===== src/rtl/wb_arb_pkg.sv =====
// wb_arb_pkg: state encodings and master indices shared by the dual-master Wishbone arbiter
package wb_arb_pkg;
  typedef enum logic [1:0] {
    ARB_IDLE  = 2'b00,
    ARB_GNT_D = 2'b01,
    ARB_GNT_I = 2'b10
  } arb_state_t;
  localparam int M_D = 0;
  localparam int M_I = 1;
endpackage


===== src/rtl/wb_arb_mux.sv =====
// wb_arb_mux: combinational forward and return routing between two masters and one slave, selected by arbiter state
module wb_arb_mux
  import wb_arb_pkg::*;
#(
  parameter int ADDR_W = 32,
  parameter int DATA_W = 32
) (
  input  arb_state_t          state,
  input  logic [ADDR_W-1:0]   d_addr_i,
  input  logic [DATA_W-1:0]   d_data_i,
  input  logic                d_we_i,
  input  logic [DATA_W/8-1:0] d_sel_i,
  input  logic                d_stb_i,
  input  logic                d_cyc_i,
  output logic [DATA_W-1:0]   d_data_o,
  output logic                d_ack_o,
  input  logic [ADDR_W-1:0]   i_addr_i,
  input  logic [DATA_W-1:0]   i_data_i,
  input  logic                i_we_i,
  input  logic [DATA_W/8-1:0] i_sel_i,
  input  logic                i_stb_i,
  input  logic                i_cyc_i,
  output logic [DATA_W-1:0]   i_data_o,
  output logic                i_ack_o,
  output logic [ADDR_W-1:0]   s_addr_o,
  output logic [DATA_W-1:0]   s_data_o,
  output logic                s_we_o,
  output logic [DATA_W/8-1:0] s_sel_o,
  output logic                s_stb_o,
  output logic                s_cyc_o,
  input  logic [DATA_W-1:0]   s_data_i,
  input  logic                s_ack_i
);
  logic gd, gi;
  always_comb begin
    gd       = state == ARB_GNT_D;
    gi       = state == ARB_GNT_I;
    s_addr_o = gd ? d_addr_i : gi ? i_addr_i : '0;
    s_data_o = gd ? d_data_i : gi ? i_data_i : '0;
    s_we_o   = gd ? d_we_i   : gi & i_we_i;
    s_sel_o  = gd ? d_sel_i  : gi ? i_sel_i  : '0;
    s_stb_o  = gd ? d_stb_i  : gi & i_stb_i;
    s_cyc_o  = gd ? d_cyc_i  : gi & i_cyc_i;
    d_ack_o  = gd & s_ack_i;
    i_ack_o  = gi & s_ack_i;
    d_data_o = gd ? s_data_i : '0;
    i_data_o = gi ? s_data_i : '0;
  end
endmodule


===== src/rtl/wb_dual_master_arbiter.sv =====
// wb_dual_master_arbiter: shares one Wishbone slave between data (D) and instruction (I) masters, grant held for the whole cyc envelope
// Define ARB_ROUND_ROBIN_EN to resolve simultaneous requests from IDLE by alternation instead of D-first priority.
module wb_dual_master_arbiter
  import wb_arb_pkg::*;
#(
  parameter int ADDR_W = 32,
  parameter int DATA_W = 32
) (
  input  logic                clk,
  input  logic                rst,
  input  logic [ADDR_W-1:0]   d_addr_i,
  input  logic [DATA_W-1:0]   d_data_i,
  input  logic                d_we_i,
  input  logic [DATA_W/8-1:0] d_sel_i,
  input  logic                d_stb_i,
  input  logic                d_cyc_i,
  output logic [DATA_W-1:0]   d_data_o,
  output logic                d_ack_o,
  input  logic [ADDR_W-1:0]   i_addr_i,
  input  logic [DATA_W-1:0]   i_data_i,
  input  logic                i_we_i,
  input  logic [DATA_W/8-1:0] i_sel_i,
  input  logic                i_stb_i,
  input  logic                i_cyc_i,
  output logic [DATA_W-1:0]   i_data_o,
  output logic                i_ack_o,
  output logic [ADDR_W-1:0]   s_addr_o,
  output logic [DATA_W-1:0]   s_data_o,
  output logic                s_we_o,
  output logic [DATA_W/8-1:0] s_sel_o,
  output logic                s_stb_o,
  output logic                s_cyc_o,
  input  logic [DATA_W-1:0]   s_data_i,
  input  logic                s_ack_i,
  output logic [1:0]          grant_o
);
  arb_state_t state, idle_nxt, nxt;
`ifdef ARB_ROUND_ROBIN_EN
  logic last_grant;
  always_comb begin
    idle_nxt = d_cyc_i & i_cyc_i ? (last_grant == 1'(M_D) ? ARB_GNT_I : ARB_GNT_D)
             : d_cyc_i ? ARB_GNT_D : i_cyc_i ? ARB_GNT_I : ARB_IDLE;
  end
  always_ff @(posedge clk) begin
    if (rst) last_grant <= 1'(M_I);
    else if (nxt != ARB_IDLE && nxt != state) last_grant <= nxt == ARB_GNT_D ? 1'(M_D) : 1'(M_I);
  end
`else
  always_comb begin
    idle_nxt = d_cyc_i ? ARB_GNT_D : i_cyc_i ? ARB_GNT_I : ARB_IDLE;
  end
`endif
  // The owner keeps the bus while its cyc stays high; on release the other master takes over with no idle cycle.
  always_comb begin
    nxt = state == ARB_GNT_D ? (d_cyc_i ? ARB_GNT_D : i_cyc_i ? ARB_GNT_I : ARB_IDLE)
        : state == ARB_GNT_I ? (i_cyc_i ? ARB_GNT_I : d_cyc_i ? ARB_GNT_D : ARB_IDLE)
        : idle_nxt;
  end
  always_ff @(posedge clk) begin
    if (rst) state <= ARB_IDLE;
    else state <= nxt;
  end
  assign grant_o = state;
  wb_arb_mux #(.ADDR_W(ADDR_W), .DATA_W(DATA_W)) u_mux (
    .state(state),
    .d_addr_i(d_addr_i), .d_data_i(d_data_i), .d_we_i(d_we_i), .d_sel_i(d_sel_i),
    .d_stb_i(d_stb_i), .d_cyc_i(d_cyc_i), .d_data_o(d_data_o), .d_ack_o(d_ack_o),
    .i_addr_i(i_addr_i), .i_data_i(i_data_i), .i_we_i(i_we_i), .i_sel_i(i_sel_i),
    .i_stb_i(i_stb_i), .i_cyc_i(i_cyc_i), .i_data_o(i_data_o), .i_ack_o(i_ack_o),
    .s_addr_o(s_addr_o), .s_data_o(s_data_o), .s_we_o(s_we_o), .s_sel_o(s_sel_o),
    .s_stb_o(s_stb_o), .s_cyc_o(s_cyc_o), .s_data_i(s_data_i), .s_ack_i(s_ack_i)
  );
endmodule


===== config.mk =====
export PLATFORM = sky130hd
export DESIGN_NAME = wb_dual_master_arbiter
export DESIGN_NICKNAME = d
export VERILOG_FILES = /design/src/rtl/wb_arb_pkg.sv /design/src/rtl/wb_arb_mux.sv /design/src/rtl/wb_dual_master_arbiter.sv
export SDC_FILE = /design/constraint.sdc
export NUM_CORES = 1
export LEC_CHECK = 0
export BUFFER_PORTS_ARGS = -buffer_cell sky130_fd_sc_hd__buf_2
export CORE_AREA = 8 8 117 119
export CTS_CLUSTER_DIAMETER = 150
export DETAILED_ROUTE_END_ITERATION = 8
export DIE_AREA = 0 0 125 127
export GPL_ROUTABILITY_DRIVEN = 1
export HOLD_SLACK_MARGIN = 0.08
export SLEW_MARGIN = 30
export SYNTH_ARGS = -nofsm -noshare
export SYNTH_HDL_FRONTEND = slang
export SYNTH_HIERARCHICAL = 1
export SYNTH_SLANG_ARGS = --single-unit

===== constraint.sdc =====
create_clock -name clk -period 3.1 [get_ports clk]
set_input_delay 0.31 -clock clk [delete_from_list [all_inputs] [get_ports clk]]
set_output_delay 0.31 -clock clk [all_outputs]
set_load 0.01 [all_outputs]

==> key figures <==
Run status
  – Status: finished clean

Logic synthesis
  – Post-synth EDFFs: 0
  – Post-synthesis cell count: 170
  – Synth area leader: a22o_1
  – Post-synthesis register bit count: 2
  – Mapped cell area: around 1300 sq um
  – Netlist cell types: 13
  – Ys Warns: 6
  – Most frequent cells after synthesis: 71 x a22o_1, 66 x and2_1, 9 x buf_2
  – Most common cell in the netlist: a22o_1
  – Synth Flop Type: dfxtp_1
  – Synth async-reset ratio: 0%
  – Avg Cell Area, Syn: 7.559 sq um
  – Register area share after synthesis: 3.116%
  – Top post-synthesis cells by area: a22o_1 48%, and2_1 32%, buf_4 4.1%
  – Yosys top cell area share: 48.39%
  – Net count after synthesis: between 300 and 400

Timing
  – Setup TNS: 0 ns
  – Max Slew Vio Count: 0
  – Post-layout min period: 2.080 ns
  – Worst slew margin: 69.65%
  – Final hold vios: 0
  – Actual slew at the worst max-slew pin: 0.4553 ns
  – Period utilization: 67.11%
  – RSZ-0062 raised after global routing: no
  – F_max: 480.7 MHz
  – Clock Skews: 0.001928 ns
  – Setup Viol. Count Final: 0

Layout
  – FF/Latch Area: 40.04 sq um
  – Area Overhead vs Synth: 134.6%
  – Multi-input gate area: 1091 sq um
  – # diodes: 0
  – Max reg flops: 2
  – Final std cells w/o fill: 614
  – Final instance area: 3014 sq um
  – Nets: 646
  – Share of layout cells above drive strength 1: 69.16%
  – Fill count: 1291

Route
  – DR vias/cell: just over 4
  – Routed WL per cell: 14.91 microns
  – Total Wirelength: 9154 microns
  – Residual DRC: 0
  – Vias: 2486
  – Routed Antenna Nets: 0
  – Drt first pass iters: 4
  – DR iter-0 viols: 130

Critical path
  – Critical path's top delay family: simple AND/OR/NAND/NOR gates
  – Critical R2R Capture: grant_o[0]
  – R2R cell count: 2
  – CP bufs+invs: 2
  – CP peak stage delay: 0.54 ns
  – Critical R2R Launch: grant_o[0]
  – R2R Setup Slk: 2.28 ns
  – Critical path fanouts, max: 61
  – Crit path capture type: output pin
  – Critical Path, Cell by Cell: and2b_4 -> buf_12 -> a22o_1 -> buf_2
  – WP data required: 2.79 ns
  – Setup CP Type: reg2out
  – Crit start category: flop
  – Worst Path Arrival: between 1.5 and 2 ns
  – Slowest CP cell: and2b_4

Min path
  – Hold Path Depth: 2
  – Min-delay src: rst
  – Worst Hold Path EP: grant_o[0]
  – Hold Crit Class: in2reg

Global route
  – Total GRT Usage: between 10% and 20%
  – First-pass GRT wire length: 13410 microns
  – GR Overflow Total: 0
  – Largest net degree at the start of global routing: 105
  – Initial antenna violation count: 0
  – Vias in the first global route: 2489

Clock network
  – Post-CTS setup buffers: 0
  – Clock slew at reported path FFs: 0.03 ns
  – Worst-case clock buffer depth: 2
  – CTS Buf Count: 3
  – Clk Tree Root Cell: clkbuf_16
  – CTS tree: done
  – Clk sinks: 2
  – Worst-Skew Late Latency: 0.22 ns
  – Cts repair resizes: 0
  – H-tree levels: 1
  – CTS Hold Bufs: 0

Place
  – # port buffers: 315
  – Placer congestion estimate: 0.8679
  – Dpl cells: 611
  – Dpl cell area: approximately 3000 sq um
  – DP HPWL: 7891 microns

Pwr
  – Static Leak: between 1.5 and 2 nW
  – Peak VDD IR: 0.1329 mV
  – PwrDens: 197.7 nW/um^2
  – Final Power: 595.8 uW

Floorplanning
  – Die area: 15880 sq um
  – Core ar.: 11810 sq um
  – Initial core utilization: 10.88%
  – Die height: 127 microns
  – Die W: 125 microns
  – Row count: 40
  – # IOs: approximately 320

Flow run
  – Max-cap violations: 0
final cells by class:
cell class,instances,area share (%)
sequential,2,1.328
inverter,2,0.2491
tap,147,6.102
multi-input combinational,143,36.20
timing repair buffer,317,53.63
clock buffer,3,2.491
power by group:
group | switching (mW) | internal, mW | total, mW
Sequential | 0.00189 | 0.0274 | 0.0293
Combinational | 0.177 | 0.199 | 0.376
Clock | 0.0264 | 0.164 | 0.190
cells by family after synthesis:
logic type / after synthesis / synth area share [%]
AO/OA/AOI/OAI: 73 / 49.95
buffers and inverters: 25 / 12.56
flip-flops: 2 / 3.116
AND/OR/NAND/NOR: 70 / 34.37
cells in the final DEF (no fill, tap or decap):
cell / netlist / routed
a22o_1: 71 / 71
inv_1: 2 / 2
nor2b_4: 0 / 1
clkbuf_16: 0 / 3
and2b_4: 1 / 1
a311oi_2: 1 / 1
dfxtp_1: 2 / 2
and2_1: 66 / 66
buf_12: 0 / 2
nand2b_1: 2 / 2
buf_2: 9 / 315
a21oi_1: 1 / 1
worst max path at each step:
stage | from | endpoint | slack, ns | cells after the start
2_1_floorplan | grant_o[1] | s_addr_o[10] | 1.64 | 4
3_3_place_gp | grant_o[1] | s_addr_o[12] | 1.22 | 4
3_5_place_dp | grant_o[0] | s_addr_o[12] | 1.22 | 4
4_1_cts | grant_o[0] | s_addr_o[12] | 0.99 | 4
5_1_grt | grant_o[0] | s_addr_o[12] | 0.86 | 4
6_report | grant_o[1] | s_addr_o[12] | 1.02 | 4
per-stage QoR:
stage / util, % / hold WS, ns / setup WS, ns
after floorplan: - / 0.3848 / 1.644
after global placement: 24.88 / 0.4997 / 1.224
after detailed placement: 24.88 / 0.5051 / 1.223
after CTS: 25.52 / 0.2838 / 0.9943
after global routing: 25.52 / 0.2923 / 0.8587
final: 25.52 / 0.2842 / 1.020
routing by layer:
metal / global-route usage, % / routed length (microns)
met1: 10.65 / 3309
met2: 18.31 / 4601
met3: 5.283 / 1243
met4: 0.6447 / 0
met5: 0 / 0
Note: power is estimated with default switching activity, not from simulation.
